--- config.mk ---
export PLATFORM = sky130hd
export DESIGN_NAME = bus_arbiter
export DESIGN_NICKNAME = d
export VERILOG_FILES = /design/src/rtl/bus_arbiter.sv
export SDC_FILE = /design/constraint.sdc
export NUM_CORES = 1
export LEC_CHECK = 0
export ABC_AREA = 1
export BUFFER_PORTS_ARGS = -buffer_cell sky130_fd_sc_hd__buf_2
export CAP_MARGIN = 40
export CORE_UTILIZATION = 35
export CTS_BUF_LIST = sky130_fd_sc_hd__clkbuf_4
export CTS_CLUSTER_SIZE = 20
export DETAILED_ROUTE_END_ITERATION = 7
export HOLD_SLACK_MARGIN = 0.02
export SLEW_MARGIN = 0
export SYNTH_ARGS = -nofsm -noshare
export SYNTH_HDL_FRONTEND = slang
export SYNTH_SLANG_ARGS = --single-unit
export TNS_END_PERCENT = 50
--- constraint.sdc ---
create_clock -name cpu_clk -period 2 [get_ports cpu_clk]
set_input_delay 0.2 -clock cpu_clk [delete_from_list [all_inputs] [get_ports cpu_clk]]
set_output_delay 0.2 -clock cpu_clk [all_outputs]
set_load 0.01 [all_outputs]
--- src/rtl/bus_arbiter.sv ---
// Two-master round-robin arbiter in front of the single Bridge bus.
// One transaction in flight at a time, with a slave timeout that error-terminates it.
module bus_arbiter #(
  parameter int          TIMEOUT  = 16,
  parameter logic [31:0] ERR_DATA = 32'hDEAD_BEEF
) (
  input  logic        cpu_clk,
  input  logic        cpu_rst,
  input  logic        m0_req,
  input  logic [31:0] m0_addr,
  input  logic        m0_wen,
  input  logic [31:0] m0_wdata,
  output logic        m0_ack,
  output logic [31:0] m0_rdata,
  output logic        m0_err,
  input  logic        m1_req,
  input  logic [31:0] m1_addr,
  input  logic        m1_wen,
  input  logic [31:0] m1_wdata,
  output logic        m1_ack,
  output logic [31:0] m1_rdata,
  output logic        m1_err,
  output logic        Bus_req,
  output logic [31:0] Bus_addr,
  output logic        Bus_wen,
  output logic [31:0] Bus_wdata,
  input  logic        Bus_ack,
  input  logic [31:0] Bus_rdata,
  output logic [1:0]  grant
);

  localparam int CW = (TIMEOUT > 0) ? $clog2(TIMEOUT + 1) : 1;
  localparam logic [CW-1:0] CNT_LIM = (TIMEOUT > 0) ? CW'(TIMEOUT - 1) : '0;

  typedef enum logic [1:0] {
    ST_IDLE = 2'd0,
    ST_REQ  = 2'd1,
    ST_RESP = 2'd2
  } state_e;

  state_e      state_q, state_d;
  logic        owner_q, owner_d;   // 0 = M0, 1 = M1
  logic        last_q, last_d;
  logic [31:0] addr_q, addr_d;
  logic        wen_q, wen_d;
  logic [31:0] wdata_q, wdata_d;
  logic [CW-1:0] cnt_q, cnt_d;
  logic [1:0]  grant_q, grant_d;
  logic        bus_req_q, bus_req_d;
  logic        bus_wen_q, bus_wen_d;
  logic        m0_ack_q, m0_ack_d;
  logic [31:0] m0_rdata_q, m0_rdata_d;
  logic        m0_err_q, m0_err_d;
  logic        m1_ack_q, m1_ack_d;
  logic [31:0] m1_rdata_q, m1_rdata_d;
  logic        m1_err_q, m1_err_d;

  logic        win_s;
  logic        done_s;
  logic [31:0] rdata_s;
  logic        err_s;

  // On contention the master that did not own the bus last time wins.
  assign win_s = (m0_req & m1_req) ? ~last_q : m1_req;

  // Next-state logic; output registers are derived from the next state so they change with it.
  always_comb begin
    state_d    = state_q;
    owner_d    = owner_q;
    last_d     = last_q;
    addr_d     = addr_q;
    wen_d      = wen_q;
    wdata_d    = wdata_q;
    cnt_d      = cnt_q;
    grant_d    = grant_q;
    m0_rdata_d = m0_rdata_q;
    m0_err_d   = m0_err_q;
    m1_rdata_d = m1_rdata_q;
    m1_err_d   = m1_err_q;
    done_s     = 1'b0;
    rdata_s    = Bus_rdata;
    err_s      = 1'b0;

    case (state_q)
      ST_IDLE: begin
        if (m0_req | m1_req) begin
          owner_d = win_s;
          addr_d  = win_s ? m1_addr : m0_addr;
          wen_d   = win_s ? m1_wen : m0_wen;
          wdata_d = win_s ? m1_wdata : m0_wdata;
          grant_d = win_s ? 2'b10 : 2'b01;
          cnt_d   = '0;
          state_d = ST_REQ;
        end else begin
          state_d = ST_IDLE;
        end
      end
      ST_REQ: begin
        // Bus_ack wins over a timeout hitting in the same cycle.
        if (Bus_ack) begin
          done_s  = 1'b1;
          rdata_s = Bus_rdata;
          err_s   = 1'b0;
        end else if ((TIMEOUT > 0) && (cnt_q == CNT_LIM)) begin
          done_s  = 1'b1;
          rdata_s = ERR_DATA;
          err_s   = 1'b1;
        end else begin
          cnt_d = cnt_q + CW'(1);
        end
        if (done_s) begin
          state_d = ST_RESP;
          if (owner_q) begin
            m1_rdata_d = rdata_s;
            m1_err_d   = err_s;
          end else begin
            m0_rdata_d = rdata_s;
            m0_err_d   = err_s;
          end
        end else begin
          state_d = ST_REQ;
        end
      end
      ST_RESP: begin
        last_d  = owner_q;
        grant_d = 2'b00;
        state_d = ST_IDLE;
      end
      default: begin
        grant_d = 2'b00;
        state_d = ST_IDLE;
      end
    endcase

    bus_req_d = (state_d == ST_REQ);
    bus_wen_d = (state_d == ST_REQ) & wen_d;
    m0_ack_d  = (state_d == ST_RESP) & ~owner_d;
    m1_ack_d  = (state_d == ST_RESP) & owner_d;
  end

  // State and output registers; reset aborts any transaction without acking it.
  always_ff @(posedge cpu_clk or negedge cpu_rst) begin
    if (!cpu_rst) begin
      state_q    <= ST_IDLE;
      owner_q    <= 1'b0;
      last_q     <= 1'b1;
      addr_q     <= 32'h0000_0000;
      wen_q      <= 1'b0;
      wdata_q    <= 32'h0000_0000;
      cnt_q      <= '0;
      grant_q    <= 2'b00;
      bus_req_q  <= 1'b0;
      bus_wen_q  <= 1'b0;
      m0_ack_q   <= 1'b0;
      m0_rdata_q <= 32'h0000_0000;
      m0_err_q   <= 1'b0;
      m1_ack_q   <= 1'b0;
      m1_rdata_q <= 32'h0000_0000;
      m1_err_q   <= 1'b0;
    end else begin
      state_q    <= state_d;
      owner_q    <= owner_d;
      last_q     <= last_d;
      addr_q     <= addr_d;
      wen_q      <= wen_d;
      wdata_q    <= wdata_d;
      cnt_q      <= cnt_d;
      grant_q    <= grant_d;
      bus_req_q  <= bus_req_d;
      bus_wen_q  <= bus_wen_d;
      m0_ack_q   <= m0_ack_d;
      m0_rdata_q <= m0_rdata_d;
      m0_err_q   <= m0_err_d;
      m1_ack_q   <= m1_ack_d;
      m1_rdata_q <= m1_rdata_d;
      m1_err_q   <= m1_err_d;
    end
  end

  assign Bus_req   = bus_req_q;
  assign Bus_addr  = addr_q;
  assign Bus_wen   = bus_wen_q;
  assign Bus_wdata = wdata_q;
  assign grant     = grant_q;
  assign m0_ack    = m0_ack_q;
  assign m0_rdata  = m0_rdata_q;
  assign m0_err    = m0_err_q;
  assign m1_ack    = m1_ack_q;
  assign m1_rdata  = m1_rdata_q;
  assign m1_err    = m1_err_q;

endmodule

==> metrics.md <==
| Metric | Value |
|---|---|
| Netlist Area Pre-Place | `6440 um^2` |
| Max-Cap Viols | `0` |
| # port buffers | `302` |
| Slew at the pin closest to its max-slew limit | `roughly 0.56 ns` |
| Antenna violations before repair | `1` |
| Cell Pwr Density | `~1300 nW/um^2` |
| Overflow after GRT | `0` |
| Relative slew slack | `62.6%` |
| Detailed Routing Iterations Pass 1 | `5` |
| Yosys warns | `0` |
| Synth top area share | `56.4%` |
| Post-DP HPWL | `13200 um` |
| CTS tree | `yes` |
| Pins Over Slew Limit | `0` |
| Final period util | `96.0%` |
| Routability Congestion | `roughly 0.82` |
| Global-route usage over all layers | `23.0%` |
| RSZ-0062 raised after global routing | `true` |
| Clock Skews | `0.0229 ns` |
| Worst-skew pair later-pin latency | `0.55 ns` |
| Hold WS | `0.124 ns` |
| Core Area | `18000 um^2` |
| Drc violations | `0` |
| Cell taking the most area after synthesis | `dfrtp_1` |
| Final core utilization | `58.1%` |
| Largest net degree at the start of global routing | `68` |
| Critical path class | `flip-flop to flip-flop` |
| Post-Synthesis Cells | `749` |
| Number of distinct library cells after synthesis | `26` |
| Fraction of layout cells with a size suffix above 1 | `between 30% and 40%` |
| Crit path buffers/inverters | `3` |
| #FFs+latches synth | `around 150` |
| WL/cell | `around 15 um` |
| FP Rows | `slightly below 50` |
| Mapped Nets | `roughly 920` |
| VDD IR max | `0.000712 V` |
| Top Ports | `just over 300` |
| CTS Sinks | `146` |
| Top-count cell post-synth | `nand2_1` |
| Inserted Clock Buffers | `17` |
| Asr flop ratio synth | `100%` |
| Die area | `18900 um^2` |
| Sequential cell area fraction in the yosys report | `56.8%` |
| Die X | `138 um` |
| H-tree Lvls | `4` |
| Vias per cell | `4.68` |
| Type of origin of the critical path | `flip-flop` |
| Worst path required time | `2.45 ns` |
| Crit-path leading delay family | `buffers and inverters` |
| Hold WC Path Type | `input pin to flip-flop` |
| Final hold violation count | `0` |
| Post-route ant nets | `0` |
| Die H | `138 um` |
| Clock Path Buffers | `2` |
| Crit-path cells | `inv_2 > nand2_2 > nor2_4 > buf_6 > nand3_1 > dlygate4sd3_1 > nand2_1 > nor2_1` |
| Clk pin slew, worst setup/hold paths | `about 0.13 ns` |
| Slowest stage cell on the critical path | `dlygate4sd3_1` |
| Data arrival, critical path | `about 2.4 ns` |
| Reg-to-Reg Start | `state_q[0]$_DFF_PN0_` |
| Via Count | `6858` |
| Leakage power | `5.48 nW` |
| First-pass GRT wire length | `~33000 um` |
| Nets@finish | `1392` |
| Clk Tree Root Cell | `clkbuf_4` |
| Synthesis-to-layout area growth | `62.2%` |
| Top cells by area, synth | `dfrtp_1 56%, nand2_1 16%, o21ai_1 5.9%` |
| Worst-path maximum fanout | `25` |
| Initial drt markers | `~300` |
| HP Start | `m0_req` |
| Synth Flop Type | `dfrtp_1` |
| Post-Syn Area per Cell | `8.59 um^2` |
| WL final | `22600 um` |
| Post-synth top cells | `273 x nand2_1, 145 x dfrtp_1, 80 x nor2_1, 76 x o21ai_1, 58 x o21ai_0` |
| CP Launch Point | `state_q[0]$_DFF_PN0_` |
| Crit end category | `flip-flop` |
| Status | `completed` |
| F_max | `521 MHz` |
| Fillcell total | `between 1500 and 2000` |
| Setup TNS | `0 ns` |
| Largest incremental delay on the critical path | `0.57 ns` |
| Initial core utilization | `about 36%` |
| Number of global-route vias before repair | `6672` |
| Tmin final | `approximately 1.9 ns` |
| Number of synthesized flops with an enable pin | `0` |
| Count of final setup violators | `0` |
-- tightest hold or removal path, delay by kind of cell --
family	cells	cell delay, ns
AOI/OAI and AO/OA	1	0.17
buffers and inverters	1	0.14
and+or+nand+nor	1	0.11
-- final timing paths --
check | endpoint | slack [ns] | depth (start not counted)
worst max register to register | Bus_wen$_DFF_PN0_ | 0.08 | 8
worst min-delay path | Bus_req$_DFF_PN0_ | 0.12 | 3
worst max-delay path | Bus_wen$_DFF_PN0_ | 0.08 | 8
min in group asynchronous | Bus_addr[19]$_DFFE_PN0P_ | 0.13 | 2
max in group asynchronous | last_q$_DFFE_PN1N_ | 1.22 | 3
worst min register to register | m0_rdata[26]$_DFFE_PN0P_ | 0.48 | 2
-- final cells by class --
type	count	area [um^2]	share of cell area, %
Timing Repair Buffer	495	3650	35.0
Tap cell	229	287	2.74
Clock buffer	17	128	1.22
Antenna cell	1	2.50	0.0240
Inverter	23	104	0.995
Clock inverter	15	180	1.73
Sequential cell	146	3660	35.0
Multi-Input combinational cell	540	2430	23.3
-- state kept, by name, indices dropped and copies added, names as in the netlist, 2 cells and up --
signal and count:
m1_rdata 32, Bus_addr 32, Bus_wdata 32, state_q 2, cnt_q 5, m0_rdata 32
grant 2
-- cells by family (layout without fill, tap and decap cells) --
| kind of cell | count (synthesis) | after routing | synth area share, % |
|---|---|---|---|
| compound gates | 142 | 142 | 11.2 |
| fa+ha+maj | 2 | 2 | 0.389 |
| buf+inv | 66 | 550 | 6.61 |
| flops | 146 | 146 | 56.8 |
| other cells | 0 | 1 | 0 |
| simple gates | 393 | 396 | 25.0 |
-- routing by layer --
| layer | track usage, % | share of wire, % | up-vias |
|---|---|---|---|
| li1 | - | - | 3337 |
| met1 | 26.4 | 42 | 3170 |
| met2 | 38.1 | 47 | 272 |
| met3 | 6.84 | 6.5 | 79 |
| met4 | 12.8 | 4.3 | 0 |
| met5 | 0 | 0 | - |
-- per-stage QoR --
| stage | worst slack, ns | power, mW | cells | instance area [um^2] |
|---|---|---|---|---|
| floorplan | 0.340 | 8.14 | 749 | 6440 |
| global placement | 0.00739 | 10.3 | 1255 | 8160 |
| detailed placement | -0.0680 | 10.4 | 1255 | 8160 |
| CTS | -0.0623 | 12.9 | 1451 | 10100 |
| global route | -0.0528 | 14.4 | 1466 | 10400 |
| finish | 0.0804 | 13.4 | 1466 | 10400 |
-- power by group --
group | switching (mW) | internal, mW | total [mW]
clock | 1.14 | 0.884 | 2.03
combinational | 3.51 | 2.75 | 6.26
sequential | 0.786 | 4.30 | 5.09
-- cells in the final DEF, fill, tap and decap left out, types with 14 or more instances in the layout --
| master | netlist | layout |
|---|---|---|
| inv_1 | 19 | 19 |
| nor2_1 | 80 | 77 |
| dfrtp_1 | 145 | 144 |
| o21ai_1 | 76 | 76 |
| buf_12 | 0 | 14 |
| o21ai_0 | 58 | 58 |
| dlygate4sd3_1 | 0 | 164 |
| clkbuf_4 | 0 | 17 |
| buf_2 | 16 | 301 |
| or2_2 | 25 | 25 |
| nand2_1 | 273 | 272 |
-- timing repair --
item	in CTS	in global routing
setup endpoints to repair	65	84
hold endpoints to repair	277	0
hold buffers	164	0
gates resized for setup	1	21
pin swaps	11	13
gates cloned	0	8
buffers inserted	0	6
Power figures use the tool's default switching activity.
